--- src/rtl/sync_fifo.sv ---
// Single-clock FIFO using all DEPTH slots, with exact occupancy, almost flags,
// standard or first-word-fall-through read mode, and sticky error flags.
module sync_fifo #(
  parameter int DEPTH    = 8,
  parameter int DWIDTH   = 32,
  parameter int AF_LEVEL = DEPTH - 2,
  parameter int AE_LEVEL = 1,
  parameter bit FWFT     = 1'b0
) (
  input  logic                     clk,
  input  logic                     rst,
  input  logic                     wr_en,
  input  logic [DWIDTH-1:0]        din,
  input  logic                     rd_en,
  input  logic                     err_clr,
  output logic [DWIDTH-1:0]        dout,
  output logic                     full,
  output logic                     empty,
  output logic                     almost_full,
  output logic                     almost_empty,
  output logic [$clog2(DEPTH):0]   count,
  output logic                     overflow,
  output logic                     underflow
);

  localparam int AW = $clog2(DEPTH);
  localparam int CW = AW + 1;

  logic [DWIDTH-1:0] mem [DEPTH];
  logic [AW-1:0]     wptr;
  logic [AW-1:0]     rptr;
  logic [CW-1:0]     count_q;
  logic              wr_acc;
  logic              rd_acc;

  // Flags decode the registered count only, never the same-cycle requests.
  assign full         = (count_q == CW'(DEPTH));
  assign empty        = (count_q == '0);
  assign almost_full  = (count_q >= CW'(AF_LEVEL));
  assign almost_empty = (count_q <= CW'(AE_LEVEL));
  assign count        = count_q;

  // A write into a full FIFO is allowed when the same edge frees a slot.
  assign wr_acc = wr_en & (~full | rd_en);
  assign rd_acc = rd_en & ~empty;

  always_ff @(posedge clk or posedge rst) begin
    if (rst) begin
      wptr <= '0;
      rptr <= '0;
    end else begin
      if (wr_acc) wptr <= wptr + AW'(1);
      if (rd_acc) rptr <= rptr + AW'(1);
    end
  end

  always_ff @(posedge clk or posedge rst) begin
    if (rst) begin
      count_q <= '0;
    end else begin
      case ({wr_acc, rd_acc})
        2'b10:   count_q <= count_q + CW'(1);
        2'b01:   count_q <= count_q - CW'(1);
        default: count_q <= count_q;
      endcase
    end
  end

  always_ff @(posedge clk or posedge rst) begin
    if (rst) begin
      overflow  <= 1'b0;
      underflow <= 1'b0;
    end else begin
      if (wr_en && full && !rd_en) overflow <= 1'b1;
      else if (err_clr)            overflow <= 1'b0;
      if (rd_en && empty)          underflow <= 1'b1;
      else if (err_clr)            underflow <= 1'b0;
    end
  end

  // Storage is not reset; stale slots are unreachable because rptr never
  // passes wptr.
  always_ff @(posedge clk) begin
    if (wr_acc && !rst) mem[wptr] <= din;
  end

  generate
    if (FWFT) begin : g_fwft
      assign dout = empty ? '0 : mem[rptr];
    end else begin : g_std
      logic [DWIDTH-1:0] dout_q;
      always_ff @(posedge clk or posedge rst) begin
        if (rst)         dout_q <= '0;
        else if (rd_acc) dout_q <= mem[rptr];
      end
      assign dout = dout_q;
    end
  endgenerate

endmodule

--- config.mk ---
export PLATFORM = sky130hd
export DESIGN_NAME = sync_fifo
export DESIGN_NICKNAME = d
export VERILOG_FILES = /design/src/rtl/sync_fifo.sv
export SDC_FILE = /design/constraint.sdc
export NUM_CORES = 1
export LEC_CHECK = 0
export ABC_AREA = 1
export CAP_MARGIN = 20
export CORE_ASPECT_RATIO = 0.75
export CORE_MARGIN = 5
export CORE_UTILIZATION = 50
export DETAILED_ROUTE_END_ITERATION = 8
export PLACE_DENSITY = 0.69
export SLEW_MARGIN = 30
export SYNTH_ARGS = -nofsm -noshare
export SYNTH_HDL_FRONTEND = slang
export SYNTH_SLANG_ARGS = --single-unit
--- constraint.sdc ---
create_clock -name clk -period 7.4 [get_ports clk]
set_input_delay 0.74 -clock clk [delete_from_list [all_inputs] [get_ports clk]]
set_output_delay 0.74 -clock clk [all_outputs]
set_load 0.1 [all_outputs]
After elaboration in Yosys (flattened, before gate mapping)
Memories as Yosys holds them, arrays and structs flattened. A register that Yosys moved wholly into a read port is not among the register bits.
Cells that the tools add are included.
{"block": "op_classes", "n_mul": 0, "magnitude_cmp": 2, "reduce_logical": 10, "mux": 6, "eq_ne": 3, "addsub": 4, "n_bitwise": 5, "div": 0, "shift": 0}
{"operator": "$pmux W4 S2", "count": 1}
{"operator": "$add A3 B1 Y3 const B", "count": 2}
{"operator": "$reduce_bool A2 Y1", "count": 3}
{"operator": "$mux W1", "count": 5}
{"operator": "$add A4 B1 Y4 const B", "count": 1}
{"operator": "$eq A4 B4 Y1 const B", "count": 1}
{"operator": "$ge A4 B3 Y1 const B", "count": 1}
{"operator": "$le A4 B1 Y1 const B", "count": 1}
{"operator": "$logic_and A1 B1 Y1", "count": 4}
{"operator": "$logic_not A4 Y1", "count": 1}
{"operator": "$sub A4 B1 Y4 const B", "count": 1}
{"operator": "$and A1 B1 Y1", "count": 2}
{"operator": "$eq A2 B1 Y1 const B", "count": 1}
{"operator": "$eq A2 B2 Y1 const B", "count": 1}
{"operator": "$logic_not A1 Y1", "count": 2}
{"operator": "$not A1 Y1", "count": 2}
{"operator": "$or A1 B1 Y1", "count": 1}
{"block": "word_totals", "wordCells": 36, "mem_bits_rw": 256, "input_bits": 37, "output_inout_bits": 42, "reg_bits": 12, "latch_bits": 0, "mem_bits_ro": 0, "n_memories": 1}
{"name": "mem", "words": 8, "word_bits": 32, "read_ports": 1, "rd_ports_with_merged_regs": 1, "wr": 1, "line_no": "29", "text": "logic [DWIDTH-1:0] mem [DEPTH];"}

Logic depth before layout (Yosys ltp)
Gate-level depths: netlist of run 1.
{"block": "depth", "ltp_word": 7, "ltp_mapped": 13, "depth_no_buf": 13}

Worst setup path after synthesis of run 1
Ideal clock, no wire load.
{"block": "synth_path", "path_kind": "reg2out", "startpoint": "register count_q[1], in the netlist count[1]", "endpoint": "output port almost_full", "stages_incl_launch_ff": 4, "n_path_buf": 0, "t_required_ns": 6.660, "arrival_ns": 3.444, "slack_ns": 3.216, "path_cell_list": "dfrtp_1 -> ha_1 -> nor2_1 -> o21ai_0"}
{"block": "synth_between", "elab_chain_cells": 1}
{"item": "start, declared", "line_no": "32", "text": "logic [CW-1:0] count_q;"}
{"item": "start signal, assigned", "line_no": "62", "text": "2'b10: count_q <= count_q + CW'(1);"}
{"item": "start signal, assigned", "line_no": "63", "text": "2'b01: count_q <= count_q - CW'(1);"}
{"item": "start signal, assigned", "line_no": "64", "text": "default: count_q <= count_q;"}
{"item": "$ge A4 B3 Y1", "line_no": "39", "text": "assign almost_full = (count_q >= CW'(AF_LEVEL));"}
{"item": "end, declared", "line_no": "19", "text": "output logic almost_full,"}
Every way passes these cells.

Worst setup path in the final report of run 1
{"block": "layout_path", "startpoint": "register count_q[0], in the netlist count[0]", "endpoint": "output port full"}
{"block": "layout_between", "elab_chain_cells": 1}
{"item": "$eq A4 B4 Y1", "line_no": "37", "text": "assign full = (count_q == CW'(DEPTH));"}
{"item": "end, declared", "line_no": "17", "text": "output logic full,"}
Every way passes these cells.

==> metrics, run 1 <==
min-delay worst type reg -> reg; iteration-0 DRC count of the detailed router 513; CTS Buffer Depth 3; sequential fraction of the synthesis area 69.39%; xor and xnor area share after synthesis 0.4149%; number of antenna violations at the first check in global routing 0; Tcrit/Tclk final 46.28%; maximum achievable frequency 0.2920 GHz; horizontal die dimension 193.8 microns; worst-case vdd ir drop 0.0003293 V; dominant cells by area after synthesis sky130_fd_sc_hd__edfxtp_1 (61%), sky130_fd_sc_hd__nand2_1 (12%), sky130_fd_sc_hd__dfrtp_1 (8.7%), sky130_fd_sc_hd__nand3_1 (7.7%), sky130_fd_sc_hd__inv_1 (6.2%); data required time of the worst path 6.66 ns; core area 24960 sq um; average wire per cell in the routed design 16.18 microns; mean area per synthesized cell 10.52 sq um; Post-Route Skew 0.006822 ns; net count after synthesis 1249; multiplexer area fraction after synthesis 0%; critical-path maximum fanout 5; crit end category primary output; Synth top area share 60.69%; final max-slew violation count 0; starting density of the core 50.74%; total negative slack 0 ns; area fraction in and, or, nand and nor cells after synthesis 20.23%; post-synthesis instance area 12670 sq um; Post-CTS Resized 0; largest family of logic cells by synthesized area simple AND/OR/NAND/NOR gates; compound-cell area share of the yosys netlist 0.5137%; largest net degree at the start of global routing 98; RSZ-0062 raised after global routing false; routability congestion estimate from global placement 0.7433; min cycle time layout 3.425 ns; maximum single-stage delay on the critical path 1.16 ns; worst-path cell with the longest stage delay sky130_fd_sc_hd__clkdlybuf4s50_1; TritonCTS clock tree yes; CTS root buf sky130_fd_sc_hd__clkbuf_16; full die area 28650 sq um; endpoints failing setup 0; ordered list of cells on the worst path inv_1 > ha_1 > nand2_1 > nor2_2 > clkdlybuf4s50_1; Post-synth EDFFs 256; count of antenna-violating nets left after detailed routing 0; number of maximum-capacitance violations 0; data arrival time of the critical path 2.68 ns; worst-margin pin slew 0.9822 ns; leak pwr 0.006317 uW; Clk Latency, worst-skew pair 0.53 ns; Yosys Warn Count 0; final instance area 14720 sq um; fraction of layout instances using a drive strength above 1 5.809%; diode insertion count for antenna repair 0; count of input and output buffers 78; detailed-route via count 8109; vias in the first global route 7911; Post-DP HPWL 15600 microns; CTS HTree Levels 1; outcome finished, final reports clean; instance count of the mapped netlist 1204; adder-cell area share of the yosys netlist 0.7903%; routed via count divided by cell count 4.978; num ports 79; number of optimization iterations in the first detailed-route pass 5; area added between synthesis and finish 16.22%; Post-synth top flop sky130_fd_sc_hd__edfxtp_1; TritonCTS Buffers 27; post-CTS setup-driven buffer insertion count 0; net count reported at finish 1316; worst setup path class reg -> out; library cells used by synthesis 26; die height 147.8 microns; total global routing track utilization 18.22%; hold-fix buffers at CTS 0; share of flip-flops with an asynchronous set or reset 14.67%; first-pass GRT wire length 42280 microns; number of register bits inferred by synthesis 300; post-placement cell area 13880 sq um; most used standard cells in the synthesized netlist sky130_fd_sc_hd__nand2_1 (399), sky130_fd_sc_hd__edfxtp_1 (256), sky130_fd_sc_hd__inv_1 (209); Row Count 50; CTS clk-pin slew, worst paths 0.06 ns; Remaining DRCs 0; Hold Vio Cnt, Final 0; Synth area leader sky130_fd_sc_hd__edfxtp_1; Pwr Density 405.2 nW/um^2; total wire length 26360 microns; clock sink total 300; kind of launch point of the worst setup path register; cell with the most instances after synthesis sky130_fd_sc_hd__nand2_1; Relative slew margins 34.31%; total gr overflow 0
## flip-flops by register name, indices dropped and copies added (netlist names)
name and cells:
mem 256, dout 32, count 4, rptr 3, wptr 3, overflow 1
underflow 1
## through the flow
stage	hold slack [ns]	setup slack [ns]	instances	power [uW]	utilization (%)
detailed placement	0.4659	3.884	1579	4696	55.59
CTS	0.4828	3.943	1628	6021	58.91
global placement	0.4613	3.921	1572	4634	54.83
finish	0.4750	3.975	1629	5965	58.97
global route	0.5014	3.865	1629	6288	58.97
floorplan	0.4924	3.216	1204	4064	-
## metal layers
metal	GRT usage, %	part of all wire (%)	routed length, microns	up-vias
met2	29.93	47	12340	208
met1	26.02	46	12060	3853
li1	-	-	-	3996
met3	2.620	4.9	1305	52
met5	0	0	0	-
met4	4.636	2.5	664	0
## final timing paths
check                      slack [ns]      from  endpoint  cells past startpoint
hold reg to reg                  0.48  dout[28]  dout[28]                      2
setup / recovery                 3.98  count[0]      full                      5
setup reg to reg                 4.72  count[1]  count[2]                     10
hold / removal                   0.48  dout[28]  dout[28]                      2
max in group asynchronous        6.12       rst   rptr[0]                      3
min in group asynchronous        0.78       rst   rptr[0]                      3
## cells by family after synthesis
logic type                 Yosys count
and+or+nand+nor                    612
buffers and inverters              266
xor gates and xnor gates             6
AOI/OAI and AO/OA                   12
adders and majority gates            8
DFF                                300
## power breakdown
group / internal (uW) / switching, uW / total, uW
combinational: 612 / 1840 / 2460
clock: 734 / 580 / 1310
sequential: 2060 / 137 / 2200
total: 3400 / 2560 / 5970
## cell type report
| class | count | area [sq um] |
|---|---|---|
| Clock buffer | 36 | 739.5 |
| Timing Repair Buffer | 93 | 1040 |
| Multi-Input combinational cell | 638 | 2840 |
| Clock inverter | 13 | 87.58 |
| Fill cell | 1966 | 10240 |
| Inverter | 211 | 797.0 |
| Tap cell | 338 | 422.9 |
| Sequential cell | 300 | 8793 |
## cell usage in the layout (no fill, tap or decap), types with 2 or more instances in the layout
cell                              synthesis  routed
sky130_fd_sc_hd__edfxtp_1               256     256
sky130_fd_sc_hd__clkbuf_1                 5       6
sky130_fd_sc_hd__inv_1                  209     207
sky130_fd_sc_hd__inv_2                    1       2
sky130_fd_sc_hd__nor2_1                  11       3
sky130_fd_sc_hd__clkinv_2                 0      10
sky130_fd_sc_hd__o22ai_1                  2       2
sky130_fd_sc_hd__ha_1                     8       8
sky130_fd_sc_hd__clkbuf_16                0      27
sky130_fd_sc_hd__dfrtp_1                 44      42
sky130_fd_sc_hd__nand2_1                399     399
sky130_fd_sc_hd__o21ai_0                  7       7
sky130_fd_sc_hd__clkdlybuf4s50_1          0      77
sky130_fd_sc_hd__buf_4                    7       6
sky130_fd_sc_hd__clkbuf_8                 0       3
sky130_fd_sc_hd__clkinv_1                 0       2
sky130_fd_sc_hd__nor2_4                   0       8
sky130_fd_sc_hd__nand3_1                196     196
sky130_fd_sc_hd__inv_4                    1       2
sky130_fd_sc_hd__xor2_1                   3       3
sky130_fd_sc_hd__buf_16                   0       7
sky130_fd_sc_hd__nand2_2                  2       2
sky130_fd_sc_hd__xnor2_1                  3       3
## worst max-delay path: cells and delay by family, from the launching register on
kind                       cells  cell delay [ns]
DFF                            1             0.43
and+or+nand+nor                2             0.20
buffers and inverters          2             1.33
adders and majority gates      1             0.21
Note: power is estimated with default switching activity, not from simulation.
==> run 2, diff against run 1 <==
==> constraint.sdc (replaced) <==
create_clock -name clk -period 3.5 [get_ports clk]
set_input_delay 0.35 -clock clk [delete_from_list [all_inputs] [get_ports clk]]
set_output_delay 0.35 -clock clk [all_outputs]
set_load 0.1 [all_outputs]
==> run 2 against run 1 <==
Sequential cell count unchanged. First-iteration DRC count increased by 26%. Setup slack got worse by 3.0 ns. Die area unchanged. Core utilization decreased by 0.11 points. Critical path type unchanged.
==> metrics, run 2 (same netlist as run 1, synthesis figures left out) <==
outcome finished, final reports clean (unchanged); min-delay worst type in -> async (was reg -> reg); Clk Latency, worst-skew pair 0.54 ns (was 0.53 ns); full die area 28650 sq um (unchanged); Pwr Density 867.2 nW/um^2 (was 405.2 nW/um^2); ordered list of cells on the worst path clkdlybuf4s50_1 (was inv_1 > ha_1 > nand2_1 > nor2_2 > clkdlybuf4s50_1); die height 147.8 microns (unchanged); worst setup path class reg -> out (unchanged); CTS clk-pin slew, worst paths 0.06 ns (about the same); TritonCTS clock tree yes (unchanged); detailed-route via count 8175 (was 8109); total global routing track utilization 18.66% (was 18.22%); highest-count cells in the layout ignoring fill and taps sky130_fd_sc_hd__nand2_1 (399), sky130_fd_sc_hd__edfxtp_1 (256), sky130_fd_sc_hd__inv_1 (207) (unchanged); CTS HTree Levels 1 (unchanged); most common library cell in the layout ignoring fill and taps sky130_fd_sc_hd__nand2_1 (unchanged); post-placement cell area 13810 sq um (was 13880 sq um); CP bufs+invs 1 (was 2); diode insertion count for antenna repair 0 (unchanged); leak pwr 0.006332 uW (was 0.006317 uW); number of fillers in the final layout 2048 (was 1966); area added between synthesis and finish 16.00% (was 16.22%); worst-path cell with the longest stage delay sky130_fd_sc_hd__clkdlybuf4s50_1 (unchanged); worst-case vdd ir drop 0.0006582 V (was 0.0003293 V); largest net degree at the start of global routing 129 (was 98); Remaining DRCs 0 (unchanged); vias in the first global route 8145 (was 7911); CTS Buffer Depth 3 (unchanged); hold-fix buffers at CTS 0 (unchanged); maximum achievable frequency 0.3956 GHz; routability congestion estimate from global placement 0.7683 (was 0.7433); Post-DP HPWL 14860 microns (was 15600 microns); final max-slew violation count 0 (unchanged); family of cells with the greatest summed delay on the critical path buffers and inverters (unchanged); number of antenna violations at the first check in global routing 0 (unchanged); post-CTS setup-driven buffer insertion count 0 (unchanged); maximum single-stage delay on the critical path 1.18 ns (was 1.16 ns); total wire length 26610 microns (was 26360 microns); horizontal die dimension 193.8 microns (unchanged); final critical-path setup slack 0.9722 ns (was 3.975 ns); Post-CTS Resized 0 (unchanged); critical-path maximum fanout 6 (was 5); number of maximum-capacitance violations 0 (unchanged); count of input and output buffers 78 (unchanged); TritonCTS Buffers 29 (was 27); RSZ-0062 raised after global routing false (unchanged); first-pass GRT wire length 43170 microns (was 42280 microns); Setup Slack @ Placement 0.9249 ns (was 3.884 ns); starting density of the core 50.74% (unchanged); Relative slew margins 33.61% (was 34.31%); Post-Route Hold Slack 0.3834 ns (was 0.4750 ns); data arrival time of the critical path 2.18 ns (was 2.68 ns); kind of launch point of the worst setup path register (unchanged); worst-margin pin slew 0.9928 ns (was 0.9822 ns); endpoints failing setup 0 (unchanged); Tcrit/Tclk final 72.22%; non-filler instance count after layout 1639 (was 1629); max FFs per register 256 (unchanged); Hold Vio Cnt, Final 0 (unchanged); average wire per cell in the routed design 16.23 microns (was 16.18 microns); core area 24960 sq um (unchanged); num ports 79 (unchanged); net count reported at finish 1324 (was 1316); number of optimization iterations in the first detailed-route pass 5 (unchanged); Post-Route Skew 0.009281 ns (was 0.006822 ns); min cycle time layout 2.528 ns; count of antenna-violating nets left after detailed routing 0 (unchanged); clock sink total 300 (unchanged); iteration-0 DRC count of the detailed router 644 (was 513); total gr overflow 0 (unchanged); fraction of layout instances using a drive strength above 1 6.226% (was 5.809%); CTS root buf sky130_fd_sc_hd__clkbuf_16 (unchanged); register name with the most flops mem (unchanged); final instance area 14690 sq um (was 14720 sq um); data required time of the worst path 3.15 ns (was 6.66 ns); crit end category primary output (unchanged); Row Count 50 (unchanged); routed via count divided by cell count 4.988 (was 4.978); Cells after DPL 1586 (was 1579)
-- run 2: cell count changes in the layout (fill, tap and decap cells not counted), sizes merged --
cell	previous run	this run
clkinv	12	8
inv	211	210
clkbuf	36	45
buf	16	25
clkdlybuf4s50	77	74
-- run 2: layout make-up --
type | count | area, sq um | share of cell area (%)
clock buffers | 45 | 825.8 | 5.620
clock inverters | 8 | 61.31 | 0.4173
inverters | 211 | 795.8 | 5.416
multi-input cells | 638 | 2840 | 19.33
flip-flops and latches | 300 | 8793 | 59.85
well taps | 338 | 422.9 | 2.878
repair buffers | 99 | 953.4 | 6.489
-- run 2: where the power goes --
part           internal, uW  total (uW)  switching, uW
Clock                  1680        2940           1250
Sequential             4350        4650            299
Combinational          1290        5150           3860
-- run 2: final timing paths --
path                       startpoint         end  slack, ns  cells past startpoint
max                          count[2]    count[2]       0.97                      1
min                               rst     rptr[1]       0.38                      3
max reg2reg                  count[1]  mem[5][23]       0.99                     10
min reg2reg                   dout[3]     dout[3]       0.48                      2
max in group asynchronous         rst     rptr[0]       2.62                      3
min in group clk              err_clr   underflow       0.42                      2
-- run 2: metal layers --
metal  up-vias  GRT usage (%)  wire [microns]
met4         0          4.989             709
met3        47          2.916            1292
met5         -              0               0
met1      3926          25.91           12240
met2       183          31.19           12370
li1       4019              -               -
-- run 2: stage by stage --
stage | TNS [ns] | utilization, % | total power [uW]
2_1_floorplan | -23.71 | - | 8603
3_3_place_gp | 0 | 55.31 | 9832
3_5_place_dp | 0 | 55.31 | 9903
4_1_cts | 0 | 58.86 | 12840
5_1_grt | 0 | 58.86 | 13470
6_report | 0 | 58.86 | 12740
==> run 3, diff against run 2 <==
--- a/config.mk
+++ b/config.mk
@@ -11,7 +11,7 @@
 export CORE_MARGIN = 5
 export CORE_UTILIZATION = 50
 export DETAILED_ROUTE_END_ITERATION = 8
-export PLACE_DENSITY = 0.69
+export PLACE_DENSITY = 0.72
 export SLEW_MARGIN = 30
 export SYNTH_ARGS = -nofsm -noshare
 export SYNTH_HDL_FRONTEND = slang
==> constraint.sdc (replaced) <==
create_clock -name clk -period 2.3 [get_ports clk]
set_input_delay 0.23 -clock clk [delete_from_list [all_inputs] [get_ports clk]]
set_output_delay 0.23 -clock clk [all_outputs]
set_load 0.1 [all_outputs]
==> run 3 against run 2 <==
Highest routed layer unchanged. Sequential share of layout area decreased by 0.32 points. Non-clock buffer count decreased by 1. Power grew 54%.
==> metrics, run 3 (same netlist as run 1, synthesis figures left out) <==
outcome finished, final reports clean (unchanged); number of antenna violations at the first check in global routing 0 (unchanged); die height 147.8 microns (unchanged); fraction of layout instances using a drive strength above 1 9.861% (was 6.226%); net count reported at finish 1322 (was 1324); leak pwr 0.006403 uW (was 0.006332 uW); Setup Slack @ Placement 0.2574 ns (was 0.9249 ns); routed via count divided by cell count 5.039 (was 4.988); most common library cell in the layout ignoring fill and taps sky130_fd_sc_hd__nand2_1 (unchanged); highest-count cells in the layout ignoring fill and taps sky130_fd_sc_hd__nand2_1 (397), sky130_fd_sc_hd__edfxtp_1 (256), sky130_fd_sc_hd__inv_1 (205) (was sky130_fd_sc_hd__nand2_1 (399), sky130_fd_sc_hd__edfxtp_1 (256), sky130_fd_sc_hd__inv_1 (207)); starting density of the core 50.74% (unchanged); portion of total power attributed to the clock network 22.9% (was 23.1%); worst-path cell with the longest stage delay sky130_fd_sc_hd__dfrtp_4 (was sky130_fd_sc_hd__clkdlybuf4s50_1); hold-fix buffers at CTS 0 (unchanged); count of antenna-violating nets left after detailed routing 0 (unchanged); first-pass GRT wire length 44400 microns (was 43170 microns); maximum achievable frequency 0.4851 GHz; sequential cell area in the final layout 8803 sq um (was 8793 sq um); number of maximum-capacitance violations 0 (unchanged); Clk Latency, worst-skew pair 0.55 ns (was 0.54 ns); Row Count 50 (unchanged); average wire per cell in the routed design 17.01 microns (was 16.23 microns); CTS root buf sky130_fd_sc_hd__clkbuf_16 (unchanged); TritonCTS Buffers 28 (was 29); maximum single-stage delay on the critical path 0.52 ns (was 1.18 ns); TritonCTS clock tree yes (unchanged); kind of launch point of the worst setup path register (unchanged); number of fillers in the final layout 1984 (was 2048); horizontal die dimension 193.8 microns (unchanged); critical-path maximum fanout 6 (unchanged); vias in the first global route 8073 (was 8145); num ports 79 (unchanged); worst-case vdd ir drop 0.001118 V (was 0.0006582 V); CP bufs+invs 2 (was 1); Remaining DRCs 0 (unchanged); max FFs per register 256 (unchanged); total global routing track utilization 19.30% (was 18.66%); data arrival time of the critical path 2.49 ns (was 2.18 ns); post-CTS setup-driven buffer insertion count 0 (unchanged); register name with the most flops mem (unchanged); core area 24960 sq um (unchanged); diode insertion count for antenna repair 0 (unchanged); Relative slew margins 55.54% (was 33.61%); count of input and output buffers 78 (unchanged); CTS HTree Levels 1 (unchanged); Tcrit/Tclk final 89.63%; RSZ-0062 raised after global routing false (unchanged); number of optimization iterations in the first detailed-route pass 5 (unchanged); Post-Route Skew 0.01634 ns (was 0.009281 ns); routability congestion estimate from global placement 0.7945 (was 0.7683); final max-slew violation count 0 (unchanged); post-layout total power 19660 uW (was 12740 uW); CTS Buffer Depth 3 (unchanged); Post-CTS Resized 0 (unchanged); final critical-path setup slack 0.2386 ns (was 0.9722 ns); most prevalent standard cell on the critical path sky130_fd_sc_hd__nand2_2; switching power total 8430 uW (was 5413 uW); internal power contribution 11230 uW (was 7329 uW); Combinational Power Share 41.3% (was 40.4%); detailed-route via count 8244 (was 8175); Pwr Density 1329 nW/um^2 (was 867.2 nW/um^2); switching share of total power 42.88% (was 42.48%); ordered list of cells on the worst path inv_4 > ha_4 > nand2_2 > nor2_4 > nand2_1 > nand2_2 > ha_1 > a21oi_1 > o21ai_0 > xor2_1 > inv_1 (was clkdlybuf4s50_1); worst setup path class reg -> reg (was reg -> out); clock sink total 300 (unchanged); worst-margin pin slew 0.6669 ns (was 0.9928 ns); total negative slack 0 ns (unchanged); total gr overflow 0 (unchanged); min-delay worst type in -> reg (was in -> async); endpoints failing setup 0 (unchanged); family of cells with the greatest summed delay on the critical path flip-flops (was buffers and inverters); largest net degree at the start of global routing 130 (was 129); iteration-0 DRC count of the detailed router 763 (was 644); crit end category register (was primary output); min cycle time layout 2.061 ns; CTS clk-pin slew, worst paths 0.06 ns (about the same); total wire length 27830 microns (was 26610 microns); Hold Vio Cnt, Final 0 (unchanged); full die area 28650 sq um (unchanged); Post-Route Hold Slack 0.2827 ns (was 0.3834 ns); multi-input gate area in the final layout 2869 sq um (was 2840 sq um); area added between synthesis and finish 16.76% (was 16.00%); Post-DP HPWL 15730 microns (was 14860 microns); Sequential Power Share 35.8% (was 36.5%); data required time of the worst path 2.73 ns (was 3.15 ns)
## run 3: changes by cell type in the layout (fill, tap and decap cells not counted), moves of 4 or more
cell	change
sky130_fd_sc_hd__clkdlybuf4s50_1	-38
sky130_fd_sc_hd__buf_4	+25
sky130_fd_sc_hd__buf_12	+12
sky130_fd_sc_hd__clkbuf_1	-7
sky130_fd_sc_hd__clkinv_1	+6
sky130_fd_sc_hd__clkbuf_8	-4
sky130_fd_sc_hd__dfrtp_1	-4
## run 3: final timing paths
check,start,endpoint,slack (ns),depth (start not counted)
worst min-delay path,err_clr,overflow,0.28,2
worst min register to register,dout[28],dout[28],0.48,2
worst max-delay path,count[0],count[2],0.24,11
min in group asynchronous,rst,rptr[2],0.39,3
max in group asynchronous,rst,count[1],1.41,3
worst max register to register,count[0],count[2],0.24,11
## run 3: power by group through the flow
stage	sequential, uW	clock [uW]	combinational, uW
3_3_place_gp	7110	0	8010
2_1_floorplan	9410	0	3790
6_report	7030	4500	8120
3_5_place_dp	7140	0	8130
5_1_grt	7100	4810	8730
4_1_cts	7040	4570	8160
## run 3: cell type report
class                      count  area share (%)
clock buffer                  33           4.865
clock inverter                18           1.142
inverter                     211           5.440
multi-input combinational    638           19.40
sequential                   300           59.53
tap                          338           2.860
timing repair buffer          98           6.768
## run 3: routing by layer
layer  track usage [%]  part of all wire, %
met1             27.81                   45
met2             31.80                   47
met3             2.802                  6.4
met4             4.069                  1.8
met5                 0                    0
## run 3: through the flow
step | instance area, sq um | util, % | cells
2_1_floorplan | 12770 | - | 1204
3_3_place_gp | 13900 | 55.69 | 1585
3_5_place_dp | 13900 | 55.69 | 1585
4_1_cts | 14790 | 59.25 | 1636
5_1_grt | 14790 | 59.25 | 1636
6_report | 14790 | 59.25 | 1636
